$ cat src/rtl/neo_irq_pkg.sv
// neo_irq_pkg: shared constants for the NeoGeo 68000 interrupt controller.
package neo_irq_pkg;

  localparam logic [1:0] LVL_NONE  = 2'd0;
  localparam logic [1:0] LVL_VBL   = 2'd1;
  localparam logic [1:0] LVL_TIMER = 2'd2;
  localparam logic [1:0] LVL_COLD  = 2'd3;

  localparam int PEND_VBL   = 0;
  localparam int PEND_TIMER = 1;
  localparam int PEND_COLD  = 2;

  // Word address (A23..A1) of the ack register at byte 0x3C000C, mirrored every 16 bytes
  localparam logic [22:0] ACK_ADDR_DEF = 23'h1E0006;
  localparam logic [22:0] ACK_MASK_DEF = 23'h7E0007;

  localparam logic [2:0] FC_IACK = 3'b111;

  // Highest pending flag wins
  function automatic logic [1:0] prio_level(input logic [2:0] pend);
    if (pend[PEND_COLD])       return LVL_COLD;
    else if (pend[PEND_TIMER]) return LVL_TIMER;
    else if (pend[PEND_VBL])   return LVL_VBL;
    else                       return LVL_NONE;
  endfunction

endpackage

$ cat src/rtl/neo_irq_edge.sv
// neo_irq_edge: registered rising-edge detector. The first sample after reset
// only seeds the history, so a level held high through reset release is not an edge.
module neo_irq_edge (
  input  logic clk,
  input  logic rst,
  input  logic d,
  output logic rise
);

  logic       cur_q, cur_d;
  logic       prev_q, prev_d;
  logic [1:0] vld_pipe_q, vld_pipe_d;

  // Next history: sample input, shift previous, mark history as valid
  always_comb begin
    cur_d      = d;
    prev_d     = cur_q;
    vld_pipe_d = {vld_pipe_q[0], 1'b1};
  end

  // History registers, cleared asynchronously
  always_ff @(posedge clk or posedge rst) begin
    if (rst) begin
      cur_q      <= 1'b0;
      prev_q     <= 1'b0;
      vld_pipe_q <= 2'b00;
    end else begin
      cur_q      <= cur_d;
      prev_q     <= prev_d;
      vld_pipe_q <= vld_pipe_d;
    end
  end

  assign rise = cur_q & ~prev_q & vld_pipe_q[1];

endmodule

$ cat src/rtl/neo_irq_ctrl.sv
// neo_irq_ctrl: latches VBL/timer/cold-boot interrupts, priority-encodes them
// onto active-low IPL, clears flags on writes to the ack register.
// Optional macro NEO_IRQ_IACK_AUTOCLR_EN: IACK cycles auto-clear the acked flag.
module neo_irq_ctrl
  import neo_irq_pkg::*;
#(
  parameter logic [22:0] ACK_ADDR = ACK_ADDR_DEF,
  parameter logic [22:0] ACK_MASK = ACK_MASK_DEF
) (
  input  logic        CLK_24M,
  input  logic        RESET,
  input  logic        VBL_IRQ,
  input  logic        TIMER_IRQ,
  input  logic        COLD_IRQ,
  input  logic [22:0] M68K_ADDR,
  input  logic [15:0] M68K_DATA,
  input  logic        nAS,
  input  logic        M68K_RW,
  input  logic        nLDS,
  input  logic        FC2,
  input  logic        FC1,
  input  logic        FC0,
  output logic        IPL2,
  output logic        IPL1,
  output logic        IPL0,
  output logic [2:0]  IRQ_PENDING
);

  logic [2:0] src, rise;
  logic       nas_fall;

  assign src[PEND_VBL]   = VBL_IRQ;
  assign src[PEND_TIMER] = TIMER_IRQ;
  assign src[PEND_COLD]  = COLD_IRQ;

  for (genvar i = 0; i < 3; i++) begin : g_src
    neo_irq_edge u_edge (.clk(CLK_24M), .rst(RESET), .d(src[i]), .rise(rise[i]));
  end

  // Inverted input: registered nAS resets to 1, fall of nAS is a rise here
  neo_irq_edge u_nas (.clk(CLK_24M), .rst(RESET), .d(~nAS), .rise(nas_fall));

  // Bus qualifiers are captured on the same edge as nAS so they line up with nas_fall
  logic       wr_q, wr_d;
  logic       match_q, match_d;
  logic [2:0] dat_q, dat_d;
  logic [2:0] pend_q, pend_d;
  logic [2:0] ipl_q, ipl_d;
  logic [2:0] clr;

`ifdef NEO_IRQ_IACK_AUTOCLR_EN
  logic       iack_q, iack_d;
  logic [2:0] lvl_q, lvl_d;
  logic       unused_ok;
  assign unused_ok = ^M68K_DATA[15:3];
`else
  logic       unused_ok;
  assign unused_ok = ^{M68K_DATA[15:3], FC2, FC1, FC0};
`endif

  // Next-state: qualifier capture, flag clear/set (set wins), priority encode
  always_comb begin
    wr_d    = ~M68K_RW & ~nLDS;
    match_d = (M68K_ADDR & ACK_MASK) == (ACK_ADDR & ACK_MASK);
    dat_d   = M68K_DATA[2:0];
    clr     = 3'b000;
    if (nas_fall && wr_q && match_q) begin
      clr[PEND_COLD]  = dat_q[0];
      clr[PEND_TIMER] = dat_q[1];
      clr[PEND_VBL]   = dat_q[2];
    end
`ifdef NEO_IRQ_IACK_AUTOCLR_EN
    iack_d = ({FC2, FC1, FC0} == FC_IACK) && M68K_RW;
    lvl_d  = M68K_ADDR[2:0];
    if (nas_fall && iack_q) begin
      case (lvl_q)
        3'd1:    clr[PEND_VBL]   = 1'b1;
        3'd2:    clr[PEND_TIMER] = 1'b1;
        3'd3:    clr[PEND_COLD]  = 1'b1;
        default: ;
      endcase
    end
`endif
    pend_d = (pend_q & ~clr) | rise;
    ipl_d  = ~{1'b0, prio_level(pend_q)};
  end

  // State registers, cleared asynchronously
  always_ff @(posedge CLK_24M or posedge RESET) begin
    if (RESET) begin
      wr_q    <= 1'b0;
      match_q <= 1'b0;
      dat_q   <= 3'b000;
      pend_q  <= 3'b000;
      ipl_q   <= 3'b111;
`ifdef NEO_IRQ_IACK_AUTOCLR_EN
      iack_q  <= 1'b0;
      lvl_q   <= 3'b000;
`endif
    end else begin
      wr_q    <= wr_d;
      match_q <= match_d;
      dat_q   <= dat_d;
      pend_q  <= pend_d;
      ipl_q   <= ipl_d;
`ifdef NEO_IRQ_IACK_AUTOCLR_EN
      iack_q  <= iack_d;
      lvl_q   <= lvl_d;
`endif
    end
  end

  assign {IPL2, IPL1, IPL0} = ipl_q;
  assign IRQ_PENDING        = pend_q;

endmodule

$ cat config.mk
export PLATFORM = sky130hd
export DESIGN_NAME = neo_irq_ctrl
export DESIGN_NICKNAME = d
export VERILOG_FILES = /design/src/rtl/neo_irq_pkg.sv /design/src/rtl/neo_irq_edge.sv /design/src/rtl/neo_irq_ctrl.sv
export SDC_FILE = /design/constraint.sdc
export NUM_CORES = 1
export LEC_CHECK = 0
export BUFFER_PORTS_ARGS = -buffer_cell sky130_fd_sc_hd__clkbuf_2
export CELL_PAD_IN_SITES_DETAIL_PLACEMENT = 0
export CELL_PAD_IN_SITES_GLOBAL_PLACEMENT = 2
export CORE_ASPECT_RATIO = 1.2
export CORE_MARGIN = 5
export CORE_UTILIZATION = 22
export DETAILED_ROUTE_END_ITERATION = 7
export GPL_TIMING_DRIVEN = 0
export PLACE_DENSITY_LB_ADDON = 0.1
export SLEW_MARGIN = 5
export SYNTH_ARGS = -nofsm -noshare
export SYNTH_HDL_FRONTEND = slang
export SYNTH_SLANG_ARGS = --single-unit
$ cat constraint.sdc
create_clock -name CLK_24M -period 1.95 [get_ports CLK_24M]
set_clock_uncertainty 0.05 [all_clocks]
set_input_delay 0.0975 -clock CLK_24M [delete_from_list [all_inputs] [get_ports CLK_24M]]
set_output_delay 0.0975 -clock CLK_24M [all_outputs]
set_load 0.005 [all_outputs]
# [Word level (Yosys, flattened, before mapping)]
# Cells that the tools add are included.
[totals] regBits=27 output_inout_bits=6 wordCells=44 in_bits=50
[classes] eq_ne=1 n_reduce_logical=2 n_bitwise=20 mux=4
[op_table] op="1-bit bitwise AND" count=9
[op_table] op="9-bit by 7-bit equality test with 1-bit output, second input constant" count=1
[op_table] op="1-bit inverter" count=7
[op_table] op="2-bit 2-to-1 mux" count=2
[op_table] op="3-bit bitwise AND" count=1
[op_table] op="3-bit 2-to-1 mux" count=1
[op_table] op="2-bit inverter with 3-bit output" count=1
[op_table] op="3-bit inverter" count=1
[op_table] op="3-bit bitwise OR" count=1
[op_table] op="1-bit logical AND" count=2
[op_table] op="1-bit 2-to-1 mux" count=1

# [Longest topological paths before layout]
[logic_depth] word_depth=9 depth_mapped=2 depth_no_buf=2

# [Cells and area by module]
# Synthesis repeated with hierarchy kept, for this count alone.
[unflattened] cells_unflattened=56 hier_area_um2=825.8
[modules_own_cells] module="neo_irq_edge" area_each_um2=116.4 cells_each=7 seq_area_each_um2=100.1 n_inst=4
[modules_own_cells] module="neo_irq_ctrl" area_each_um2=360.3 cells_each=28 seq_area_each_um2=252.7 n_inst=1

# [Least setup slack after synthesis]
# Ideal clock, no wire load.
[synth_timing] path_kind="reg2reg" startpoint="register, netlist name g_src[0].u_edge.vld_pipe_q[1]" endpoint="register pend_q[1] (netlist: IRQ_PENDING[1])" path_buffers=0 t_arrival_ps=804 setup_ps=124 synth_period_minus_slack_ps=978 stages_incl_launch_ff=3 slack_ps=972 required_time_ps=1776 cell_sequence="dfrtp_1 -> and3b_1 -> a211o_1"
[synth_lines] item="end signal, assigned" line="neo_irq_ctrl.sv:104" rtl="pend_q <= pend_d;"
[synth_lines] item="end, declared" line="neo_irq_ctrl.sv:47" rtl="logic [2:0] pend_q, pend_d;"

# [Final worst setup path]
[layout_timing] startpoint="input port M68K_ADDR[0]" endpoint="register match_q"
[layout_between] elab_chain_cells=1
[layout_lines] item="start, declared" line="neo_irq_ctrl.sv:15" rtl="input logic [22:0] M68K_ADDR,"
[layout_lines] item="9-bit by 7-bit equality test with 1-bit output" line="neo_irq_ctrl.sv:64" rtl="match_d = (M68K_ADDR & ACK_MASK) == (ACK_ADDR & ACK_MASK);"
[layout_lines] item="net match_d" line="neo_irq_ctrl.sv:45" rtl="logic match_q, match_d;"
[layout_lines] item="end signal, assigned" line="neo_irq_ctrl.sv:102" rtl="match_q <= match_d;"
[layout_lines] item="end, declared" line="neo_irq_ctrl.sv:45"
# The timed path passes the listed nets, and every way through them passes these cells.

==> flow_summary.toml <==
[outcome]
status = "complete, no violations"

[routing]
initialDrtViolationCount = 2
wl_um = 1160
vias_per_cell = 3.81
wl_per_cell_um = 9.89
drc = 0
vias = 446
drtAntennaViolNets = 0
drtPass1Iterations = 3

[global_routing]
overflow = 0
grt.total_usage_pct = 5.88
grt_max_degree = 21
grt_first_pass_wirelength_um = 1900
first_global_vias = 466
antenna_found_initial = 0

[synth]
synth-compound-area-share_pct = 8.11
netlist_instances = 42
synth_edf_count = 0
synthMuxAreaShare_pct = 0
syn_area_sq_um = 663
synth_seq_cells = 20
synthTopCellsByArea = "dfrtp_1 68%, dfstp_2 7.9%, a211o_1 4.0%"
synth-main-ff-cell = "dfrtp_1"
yosysWarnings = 0
synth_xor_area_share_pct = 0
synth_area_leader_cell = "dfrtp_1"
synth_most_common_cell = "dfrtp_1"
yosysSeqAreaShare_pct = 75.8
synthAdderAreaFrac_pct = 0
synth_top_family_by_area = "simple AND/OR/NAND/NOR gates"
async_flop_share_pct = 100
avgSynthCellArea_sq_um = 15.8
synth-simple-area-share_pct = 12.6
synthTopCellsByCount = "18 x dfrtp_1, 3 x a211o_1, 3 x a21boi_0, 3 x inv_1"
synthDistinctLibCells = 15
synth_top_area_share_pct = 67.9

[clock_network]
clk-insertion-delay-late_ns = 0.29
post_cts_buffers = 0
clock_path_buffers = 2
ctsHoldBuffers = 12
cts.sinks = 20
htreeDepth = 1
cts_resized = 0
cts_buffers = 3
cts.clk_slew.worst_paths_ns = 0.11
cts_tree = "done"
cts-root-buf = "clkbuf_4"

[worst_setup_path]
r2r-end = "IRQ_PENDING[1]"
cp_max_fo = 1
crit_path_start_kind = "input port"
worst_r2r_path_depth = 2
critPathKind = "in -> reg"
crit_required_ns = 2.14
endpoint_kind = "register"
ff2ff_setup_slack_ns = 0.88
crit_arrival_ns = 1.55
reg2reg_from = "g_src[0].u_edge.vld_pipe_q[1]"

[cells_and_area]
final_layout_size_suffix_gt1_share_pct = 39.8
post-route-util_pct = 34.7
diodes = 0
fin_cells = 117
nets = 134
syn_to_final_growth_pct = 48.7

[floorplanning]
die_h_um = 70.1
core_sq_um = 2840
num_rows = 21
initial_core_util_pct = 23.4
die_w_um = 60.1
die-area_sq_um = 4220
ios = 56

[min_path]
hold_depth = 0
hold_start = "g_src[2].u_edge.vld_pipe_q[0]"
min_to = "g_src[0].u_edge.vld_pipe_q[1]"
holdCritPathClass = "reg -> reg"

[sta]
final-setup-viol-count = 0
tns_ns = 0
rsz0062_at_grt = "no"
finalCritPeriodShare_pct = 70.0
fmax_mhz = 732
period_minus_slack_ns = 1.37
hold_viol = 0
tightestPinTransition_ns = 0.743
drv_slew = 0
slew_headroom_pct = 50.4

[place]
place_hpwl_um = 916
gp_congestion = 0.596
numPortBuffers = 24
place_inst = 101

[power_and_ir_drop]
vdd_ir_drop_max_v = 0.000254
p_leak_nw = 0.498
power_density_nw_per_um2 = 735

[flow_run]
cap_violations = 0
[state kept, by name (all words and copies together), names as in the netlist]
| register | cells |
|---|---|
| IRQ_PENDING | 3 |
| dat_q | 3 |
| g_src.u_edge.cur_q | 3 |
| g_src.u_edge.prev_q | 3 |
| g_src.u_edge.vld_pipe_q | 2 |
| ipl_q | 2 |
| match_q | 1 |
| u_nas.cur_q | 1 |
| u_nas.prev_q | 1 |
| wr_q | 1 |
[cells by family (layout without fill, tap and decap cells)]
group,count (synthesis),after routing
buffers and inverters,4,44
other,1,2
AND/OR/NAND/NOR,10,10
AO/OA/AOI/OAI,7,7
flip-flops,20,20
[power breakdown]
part	total (mW)	switching, mW	internal [mW]
clock	0.236	0.122	0.114
combinational	0.0525	0.0182	0.0343
sequential	0.436	0.00678	0.429
total	0.724	0.147	0.577
[area by class of cell]
type	instances	area [sq um]
inverter	3	11.3
sequential	20	503
timing repair buffer	36	240
clock buffer	4	36.3
fill	294	1850
buffer	1	7.51
tap	34	42.5
multi-input combinational	19	145
[worst max-delay path, cell delays in order]
cell           delay, ns
dlygate4sd3_1       0.53
clkbuf_2            0.10
nor4_1              0.25
dlygate4sd3_1       0.57
[metal layers]
layer	part of all wire (%)	wire [um]	global-route usage, %
met5	0	0	0
met3	11	122	1.84
met4	0	0	2.22
met1	45	515	7.80
met2	45	519	8.77
[cell usage in the layout (no fill, tap or decap), types with 2 or more instances in the layout]
master	n
clkbuf_2	24
dfrtp_1	18
dlygate4sd3_1	12
a21boi_0	3
a211o_1	3
inv_1	3
clkbuf_4	3
and3b_1	2
nor2_1	2
nand2_1	2
conb_1	2
dfstp_2	2
[stage by stage]
step | hold WS (ns) | cell area [sq um] | worst slack [ns] | total power, mW
2_1_floorplan | 0.00985 | 667 | 0.972 | 0.458
3_3_place_gp | 0.157 | 830 | 0.879 | 0.481
3_5_place_dp | 0.158 | 830 | 0.883 | 0.482
4_1_cts | 0.313 | 986 | 0.574 | 0.737
5_1_grt | 0.330 | 986 | 0.561 | 0.763
6_report | 0.311 | 986 | 0.584 | 0.724
[worst max path at each step]
stage,from,endpoint,slack (ns),depth (start not counted)
2_1_floorplan,g_src[0].u_edge.vld_pipe_q[1],IRQ_PENDING[1],0.97,2
3_3_place_gp,g_src[0].u_edge.vld_pipe_q[1],IRQ_PENDING[1],0.88,2
3_5_place_dp,g_src[0].u_edge.vld_pipe_q[1],IRQ_PENDING[2],0.88,2
4_1_cts,M68K_ADDR[0],match_q,0.57,4
5_1_grt,M68K_ADDR[0],match_q,0.56,4
6_report,M68K_ADDR[0],match_q,0.58,4
No activity file was read; power rests on OpenSTA's default activity.
